===== src/rtl/nano_risk_loader_if.sv =====
`default_nettype none
// ============================================================================
//  Module   : nano_risk_loader_if
//  Purpose  : Bundles the byte stream, the memory write port, the core
//             control/status lines and the loader status outputs.
//  Modports : master - the loader (accepts the stream, drives the memories
//                      and the core reset, reports status)
//             slave  - the environment (stream source, memories, core)
//  Revision : 1.0 - initial release
// ============================================================================
interface nano_risk_loader_if;
    logic [7:0] in_data;
    logic       in_valid;
    logic       in_ready;
    logic       wr_en;
    logic       wr_sel;
    logic [7:0] wr_addr;
    logic [7:0] wr_data;
    logic       core_rst_n;
    logic       core_done;
    logic [7:0] core_result;
    logic [7:0] result;
    logic       result_valid;
    logic       running;
    logic [1:0] err_code;

    modport master (
        input  in_data, in_valid, core_done, core_result,
        output in_ready, wr_en, wr_sel, wr_addr, wr_data,
        output core_rst_n, result, result_valid, running, err_code
    );

    modport slave (
        output in_data, in_valid, core_done, core_result,
        input  in_ready, wr_en, wr_sel, wr_addr, wr_data,
        input  core_rst_n, result, result_valid, running, err_code
    );
endinterface
`default_nettype wire


===== src/rtl/nano_risk_loader.sv =====
`default_nettype none
// ============================================================================
//  Module   : nano_risk_loader
//  Purpose  : Program loader and run controller for the nanoRisk core.
//             Parses framed commands from a byte stream, writes payload
//             bytes straight into instruction/data memory, releases and
//             re-holds the core and captures its result on completion.
//  Ports    : clk  - single clock for loader and core
//             rst  - asynchronous, active-low reset
//             bus  - nano_risk_loader_if.master (stream, write port,
//                    core control/status, loader status)
//  Revision : 1.0 - initial release
// ============================================================================
module nano_risk_loader (
    input  wire logic           clk,
    input  wire logic           rst,
    nano_risk_loader_if.master  bus
);

    typedef enum logic [2:0] {
        S_IDLE    = 3'd0,
        S_ADDR    = 3'd1,
        S_LEN     = 3'd2,
        S_PAYLOAD = 3'd3,
        S_CSUM    = 3'd4
    } state_t;

    localparam logic [7:0] c_CMD_WR_INST = 8'h01;
    localparam logic [7:0] c_CMD_WR_DATA = 8'h02;
    localparam logic [7:0] c_CMD_RUN     = 8'h03;
    localparam logic [7:0] c_CMD_HALT    = 8'h04;

    state_t     r_state;
    state_t     w_state_nxt;

    logic       r_in_ready;
    logic       r_wr_en;
    logic       r_wr_sel;
    logic [7:0] r_wr_addr;
    logic [7:0] r_wr_data;
    logic [7:0] r_result;
    logic       r_result_valid;
    logic       r_running;
    logic [1:0] r_err;

    logic       r_sel;        // target memory of the frame in flight
    logic       r_blocked;    // frame arrived while the core was running
    logic [7:0] r_addr;       // next write address
    logic [8:0] r_cnt;        // payload bytes still to come (1..256)
    logic [7:0] r_sum;        // running checksum of ADDR, LEN and payload
    logic       r_done_hist;  // previous sample of core_done

    logic       w_accept;
    logic       w_capture;
    logic [7:0] w_sum_final;

    assign w_accept    = bus.in_valid & r_in_ready;
    assign w_capture   = r_running & bus.core_done & ~r_done_hist;
    assign w_sum_final = r_sum + bus.in_data;

    // ---------------- state register ----------------
    always_ff @(posedge clk or negedge rst) begin
        if (!rst) begin
            r_state <= S_IDLE;
        end else begin
            r_state <= w_state_nxt;
        end
    end

    // ---------------- next-state logic ----------------
    always_comb begin
        w_state_nxt = r_state;
        if (w_accept) begin
            case (r_state)
                S_IDLE: begin
                    if (bus.in_data == c_CMD_WR_INST || bus.in_data == c_CMD_WR_DATA)
                        w_state_nxt = S_ADDR;
                end
                S_ADDR:    w_state_nxt = S_LEN;
                S_LEN:     w_state_nxt = S_PAYLOAD;
                S_PAYLOAD: begin
                    if (r_cnt == 9'd1)
                        w_state_nxt = S_CSUM;
                end
                S_CSUM:    w_state_nxt = S_IDLE;
                default:   w_state_nxt = S_IDLE;
            endcase
        end
    end

    // ---------------- datapath and outputs ----------------
    always_ff @(posedge clk or negedge rst) begin
        if (!rst) begin
            r_in_ready     <= 1'b0;
            r_wr_en        <= 1'b0;
            r_wr_sel       <= 1'b0;
            r_wr_addr      <= 8'h00;
            r_wr_data      <= 8'h00;
            r_result       <= 8'h00;
            r_result_valid <= 1'b0;
            r_running      <= 1'b0;
            r_err          <= 2'd0;
            r_sel          <= 1'b0;
            r_blocked      <= 1'b0;
            r_addr         <= 8'h00;
            r_cnt          <= 9'd0;
            r_sum          <= 8'h00;
            r_done_hist    <= 1'b0;
        end else begin
            // Stall the stream for the one cycle in which the result lands.
            r_in_ready  <= ~w_capture;
            r_wr_en     <= 1'b0;
            r_done_hist <= bus.core_done;

            if (w_accept) begin
                case (r_state)
                    S_IDLE: begin
                        case (bus.in_data)
                            c_CMD_WR_INST, c_CMD_WR_DATA: begin
                                r_err     <= 2'd0;
                                r_sel     <= bus.in_data[1];
                                r_blocked <= r_running;
                            end
                            c_CMD_RUN: begin
                                r_err <= 2'd0;
                                if (!r_running) begin
                                    r_running      <= 1'b1;
                                    r_result_valid <= 1'b0;
                                    // Pretend done was already high so a level
                                    // present at release is not a completion.
                                    r_done_hist    <= 1'b1;
                                end
                            end
                            c_CMD_HALT: begin
                                r_err     <= 2'd0;
                                r_running <= 1'b0;
                            end
                            default: r_err <= 2'd1;
                        endcase
                    end
                    S_ADDR: begin
                        r_addr <= bus.in_data;
                        r_sum  <= bus.in_data;
                    end
                    S_LEN: begin
                        // LEN of zero encodes 256 bytes.
                        r_cnt <= {(bus.in_data == 8'h00), bus.in_data};
                        r_sum <= w_sum_final;
                    end
                    S_PAYLOAD: begin
                        r_sum  <= w_sum_final;
                        r_cnt  <= r_cnt - 9'd1;
                        r_addr <= r_addr + 8'h01;
                        if (!r_blocked) begin
                            r_wr_en   <= 1'b1;
                            r_wr_sel  <= r_sel;
                            r_wr_addr <= r_addr;
                            r_wr_data <= bus.in_data;
                        end
                    end
                    S_CSUM: begin
                        if (r_blocked)
                            r_err <= 2'd3;
                        else if (w_sum_final != 8'h00)
                            r_err <= 2'd2;
                    end
                    default: ;
                endcase
            end

            // Completion overrides a HALT taken on the same edge.
            if (w_capture) begin
                r_result       <= bus.core_result;
                r_result_valid <= 1'b1;
                r_running      <= 1'b0;
            end
        end
    end

    assign bus.in_ready     = r_in_ready;
    assign bus.wr_en        = r_wr_en;
    assign bus.wr_sel       = r_wr_sel;
    assign bus.wr_addr      = r_wr_addr;
    assign bus.wr_data      = r_wr_data;
    assign bus.core_rst_n   = r_running;
    assign bus.result       = r_result;
    assign bus.result_valid = r_result_valid;
    assign bus.running      = r_running;
    assign bus.err_code     = r_err;

endmodule
`default_nettype wire

===== src/flat_wrapper.sv =====
// flat-port wrapper written by rule: the top's interface ports become plain ports
module nano_risk_loader_flat 
  (clk, rst, bus_in_data, bus_in_valid, bus_core_done, bus_core_result, bus_in_ready, bus_wr_en, bus_wr_sel, bus_wr_addr, bus_wr_data, bus_core_rst_n, bus_result, bus_result_valid, bus_running, bus_err_code);
  nano_risk_loader_if bus_i ();
  input  wire logic clk;
  input  wire logic rst;
  input wire logic [$bits(bus_i.in_data)-1:0] bus_in_data;
  input wire logic [$bits(bus_i.in_valid)-1:0] bus_in_valid;
  input wire logic [$bits(bus_i.core_done)-1:0] bus_core_done;
  input wire logic [$bits(bus_i.core_result)-1:0] bus_core_result;
  output wire logic [$bits(bus_i.in_ready)-1:0] bus_in_ready;
  output wire logic [$bits(bus_i.wr_en)-1:0] bus_wr_en;
  output wire logic [$bits(bus_i.wr_sel)-1:0] bus_wr_sel;
  output wire logic [$bits(bus_i.wr_addr)-1:0] bus_wr_addr;
  output wire logic [$bits(bus_i.wr_data)-1:0] bus_wr_data;
  output wire logic [$bits(bus_i.core_rst_n)-1:0] bus_core_rst_n;
  output wire logic [$bits(bus_i.result)-1:0] bus_result;
  output wire logic [$bits(bus_i.result_valid)-1:0] bus_result_valid;
  output wire logic [$bits(bus_i.running)-1:0] bus_running;
  output wire logic [$bits(bus_i.err_code)-1:0] bus_err_code;
  assign bus_i.in_data = bus_in_data;
  assign bus_i.in_valid = bus_in_valid;
  assign bus_i.core_done = bus_core_done;
  assign bus_i.core_result = bus_core_result;
  assign bus_in_ready = bus_i.in_ready;
  assign bus_wr_en = bus_i.wr_en;
  assign bus_wr_sel = bus_i.wr_sel;
  assign bus_wr_addr = bus_i.wr_addr;
  assign bus_wr_data = bus_i.wr_data;
  assign bus_core_rst_n = bus_i.core_rst_n;
  assign bus_result = bus_i.result;
  assign bus_result_valid = bus_i.result_valid;
  assign bus_running = bus_i.running;
  assign bus_err_code = bus_i.err_code;
  nano_risk_loader u_core (.clk(clk), .rst(rst), .bus(bus_i));
endmodule

===== config.mk =====
export PLATFORM = sky130hd
export DESIGN_NAME = nano_risk_loader_flat
export DESIGN_NICKNAME = d
export VERILOG_FILES = /design/src/rtl/nano_risk_loader_if.sv /design/src/rtl/nano_risk_loader.sv /design/src/flat_wrapper.sv
export SDC_FILE = /design/constraint.sdc
export NUM_CORES = 1
export LEC_CHECK = 0
export BUFFER_PORTS_ARGS = -buffer_cell sky130_fd_sc_hd__clkbuf_2
export CAP_MARGIN = 20
export CORE_UTILIZATION = 45
export CTS_BUF_LIST = sky130_fd_sc_hd__clkbuf_4 sky130_fd_sc_hd__clkbuf_8 sky130_fd_sc_hd__clkbuf_16
export CTS_CLUSTER_DIAMETER = 100
export DETAILED_ROUTE_END_ITERATION = 16
export GPL_ROUTABILITY_DRIVEN = 0
export PLACE_DENSITY = 0.77
export SLEW_MARGIN = 20
export SYNTH_ARGS = -nofsm -noshare
export SYNTH_HDL_FRONTEND = slang
export SYNTH_SLANG_ARGS = --single-unit
export TNS_END_PERCENT = 10

===== constraint.sdc =====
create_clock -name clk -period 2.3 [get_ports clk]
set_input_delay 0.115 -clock clk [delete_from_list [all_inputs] [get_ports clk]]
set_output_delay 0.115 -clock clk [all_outputs]
set_load 0.02 [all_outputs]

==> reports/qor.txt <==
Seq/Total Area, Yosys = 45.72%
Kind of critical path = flip-flop to flip-flop
Arrival time worst endpoint = 2.43 ns
Die Ht = 88.84 um
GRT met3 Usage = 5.224%
Number of port buffers = 51
Clock Skew = 0.01170 ns
Clk sinks = 62
Worst-Skew Late Latency = 0.34 ns
Finish-stage setup viols = 0
Vias in the first global route = 2677
Met2 Track Usage GR = 36.08%
Slew headroom = 38.26%
Post-route ant nets = 0
Antenna diode count = 0
Top FF cell, synth = dfrtp_1
Starting Density = 46.78%
DR DRC count = 0
Internal power = 3.112 mW
Mean Syn Cell Area = 10.07 sq um
Rows = 31
Register bit total from synthesis = 62
Final Max Slew Viols = 0
YS warnings = 0
CTS Buffer Depth = 2
Core ar. = 7253 sq um
CTS H-Tree Depth = 3
Clock transition at path regs = 0.07 ns
Synth cell count leaders = dfrtp_1, a21oi_1, nor2_1
Crit end category = flip-flop
Status = complete, no violations
Share of cells above drive strength 1 = 29.51%
Total Wirelength = 7984 um
Most common cell in the netlist = dfrtp_1
Post-synth top area share = 45.72%
Crit Path Max Fanout = 3
Postcts setup bufs = 0
I/O Pins = 52
Combinational Power Share = 44.4%
Post-synth EDFFs = 0
Largest cells by area after synthesis = dfrtp_1, mux2_2, a21oi_1
F_max = 453.6 MHz
Sequential share of power = 35.2%
Worst path max stage delay = 0.37 ns
Worst-Margin Slew = 0.9227 ns
Cell Chain, Critical Path = ha_2, inv_1, fa_2, nand2b_4, a2111o_1, o211ai_1, nor2_1, a311o_1
Grt ovf = 0
Fill count = 616
Fin crit period = 2.204 ns
DR pass1 iterations = 4
Worst hold path class = input pin to flip-flop
FF/Latch Area = 1551 sq um
Area delta synth->final = 21.17%
Met1 global-route usage = 28.19%
WHS = 0.01780 ns
Post-DP HPWL = 5607 um
Vias/cell = 5.495
Synthesized instance count = 337
WL/cell = 15.69 um
P_leak = 1.905 nW
Total die area = 7892 sq um
Pwr dens = 1256 nW/um^2
Post-synth ARST share = 100.0%
Post-synth cell types = 55
Post-Syn Nets = 368
Crit start category = flip-flop
Die X = 88.84 um
Root Buffer = clkbuf_8
Cts bufs inserted = 9
Vias post-DR = 2797
Pin count of the biggest net entering global routing = 41
Setup TNS = 0 ns
Synthesized cell area = 3393 sq um
Psw = 2.053 mW
Max IR drop VDD = 626.0 uV
Iteration-0 DRC Markers = 197
Initial antenna violation count = 0
CTS tree = yes
Max Cap Violations = 0
Area leader, netlist = dfrtp_1
Area of the multi-input gates = 1729 sq um
Period utilization = 95.84%
Global-route wire length before repair = 12800 um
Slowest CP cell = dfrtp_1
Worst EP required = 2.52 ns
Most crowded layer after global routing = met2
Switching share of total power = 39.75%
Overall routing resource usage = 21.82%
Fin. Hold Viols = 0
Fin nets = 436
Clock network fraction of total power = 20.4%
RSZ-0062 raised after global routing = no
-- flip-flops by register name, summed over array words and instances (netlist names), 2 cells and up --
| name | flops |
|---|---|
| u_core.r_cnt | 9 |
| u_core.bus.result | 8 |
| u_core.bus.wr_addr | 8 |
| u_core.bus.wr_data | 8 |
| u_core.r_addr | 8 |
| u_core.r_sum | 8 |
| u_core.r_state | 3 |
| u_core.bus.err_code | 2 |
-- critical path: cells and delay by family (launching register included) --
family | cells | cell delay, ns
compound gates | 3 | 0.84
fa+ha+maj | 2 | 0.56
flops | 1 | 0.37
simple gates | 2 | 0.25
buf+inv | 1 | 0.06
-- power by group through the flow --
| stage | Clock (mW) | Sequential [mW] | Combinational (mW) |
|---|---|---|---|
| floorplan | 0 | 1.96 | 1.52 |
| global placement | 0 | 1.81 | 2.16 |
| detailed placement | 0 | 1.83 | 2.25 |
| CTS | 1.09 | 1.81 | 2.27 |
| global route | 1.12 | 1.87 | 2.52 |
| finish | 1.05 | 1.82 | 2.29 |
-- cell families after synthesis --
kind of cell / count (synthesis) / synth area share [%]
xor gates and xnor gates: 6 / 1.549
and+or+nand+nor: 113 / 17.18
buffers and inverters: 25 / 3.687
muxes: 32 / 11.43
DFF: 62 / 45.72
AOI/OAI and AO/OA: 88 / 16.15
adders and majority gates: 11 / 4.277
-- placed cells by master, fill, tap and decap left out, types with 10 or more instances in the layout --
cell,synthesis,final
o21ai_0,23,23
nor2_1,32,32
a21oi_1,33,33
buf_4,3,12
dfrtp_1,62,62
clkbuf_2,0,51
nand2_1,29,29
nor3_1,10,10
mux2_2,18,18
-- layer usage --
layer  wire length (um)  part of all wire (%)
met1               3541                    44
met2               3948                    49
met3                409                   5.1
met4                 84                   1.1
met5                  0                     0
-- layout make-up --
cell class / instances / share of cell area [%]
clock buffers: 10 / 3.195
clock inverters: 6 / 2.100
inverters: 9 / 0.8217
multi-input cells: 250 / 42.06
flip-flops and latches: 62 / 37.74
well taps: 99 / 3.013
repair buffers: 73 / 11.08
-- worst paths after layout --
kind / end / startpoint / slack, ns / cells past startpoint
min in group asynchronous: u_core.r_state[1]$_DFFE_PN0P_ / rst / 0.32 / 2
setup / recovery: u_core.bus.err_code[0]$_DFFE_PN0P_ / u_core.r_sum[0]$_DFFE_PN0P_ / 0.1 / 8
hold / removal: u_core.bus.result[2]$_DFFE_PN0P_ / bus_core_result[2] / 0.02 / 2
setup reg to reg: u_core.bus.err_code[0]$_DFFE_PN0P_ / u_core.r_sum[0]$_DFFE_PN0P_ / 0.1 / 8
max in group asynchronous: u_core.r_addr[1]$_DFFE_PN0P_ / rst / 1.35 / 3
hold reg to reg: u_core.r_sum[4]$_DFFE_PN0P_ / u_core.r_sum[4]$_DFFE_PN0P_ / 0.49 / 2
-- metrics by stage --
| step | std cells | setup WS [ns] | power, mW | instance area [sq um] | util (%) |
|---|---|---|---|---|---|
| global placement | 484 | 0.1111 | 3.971 | 3791 | 52.27 |
| finish | 509 | 0.09557 | 5.165 | 4111 | 56.68 |
| floorplan | 337 | 0.1895 | 3.480 | 3393 | - |
| CTS | 509 | 0.04983 | 5.173 | 4101 | 56.55 |
| detailed placement | 484 | 0.01565 | 4.073 | 3791 | 52.27 |
| global route | 509 | 0.03936 | 5.519 | 4111 | 56.68 |
-- what timing repair did --
item,4_1_cts,5_1_grt
setup endpoints to repair,1,1
pin swaps,0,1
hold endpoints to repair,30,0
hold buffers,9,0
resized for setup,1,2
No activity file was read; power rests on OpenSTA's default activity.
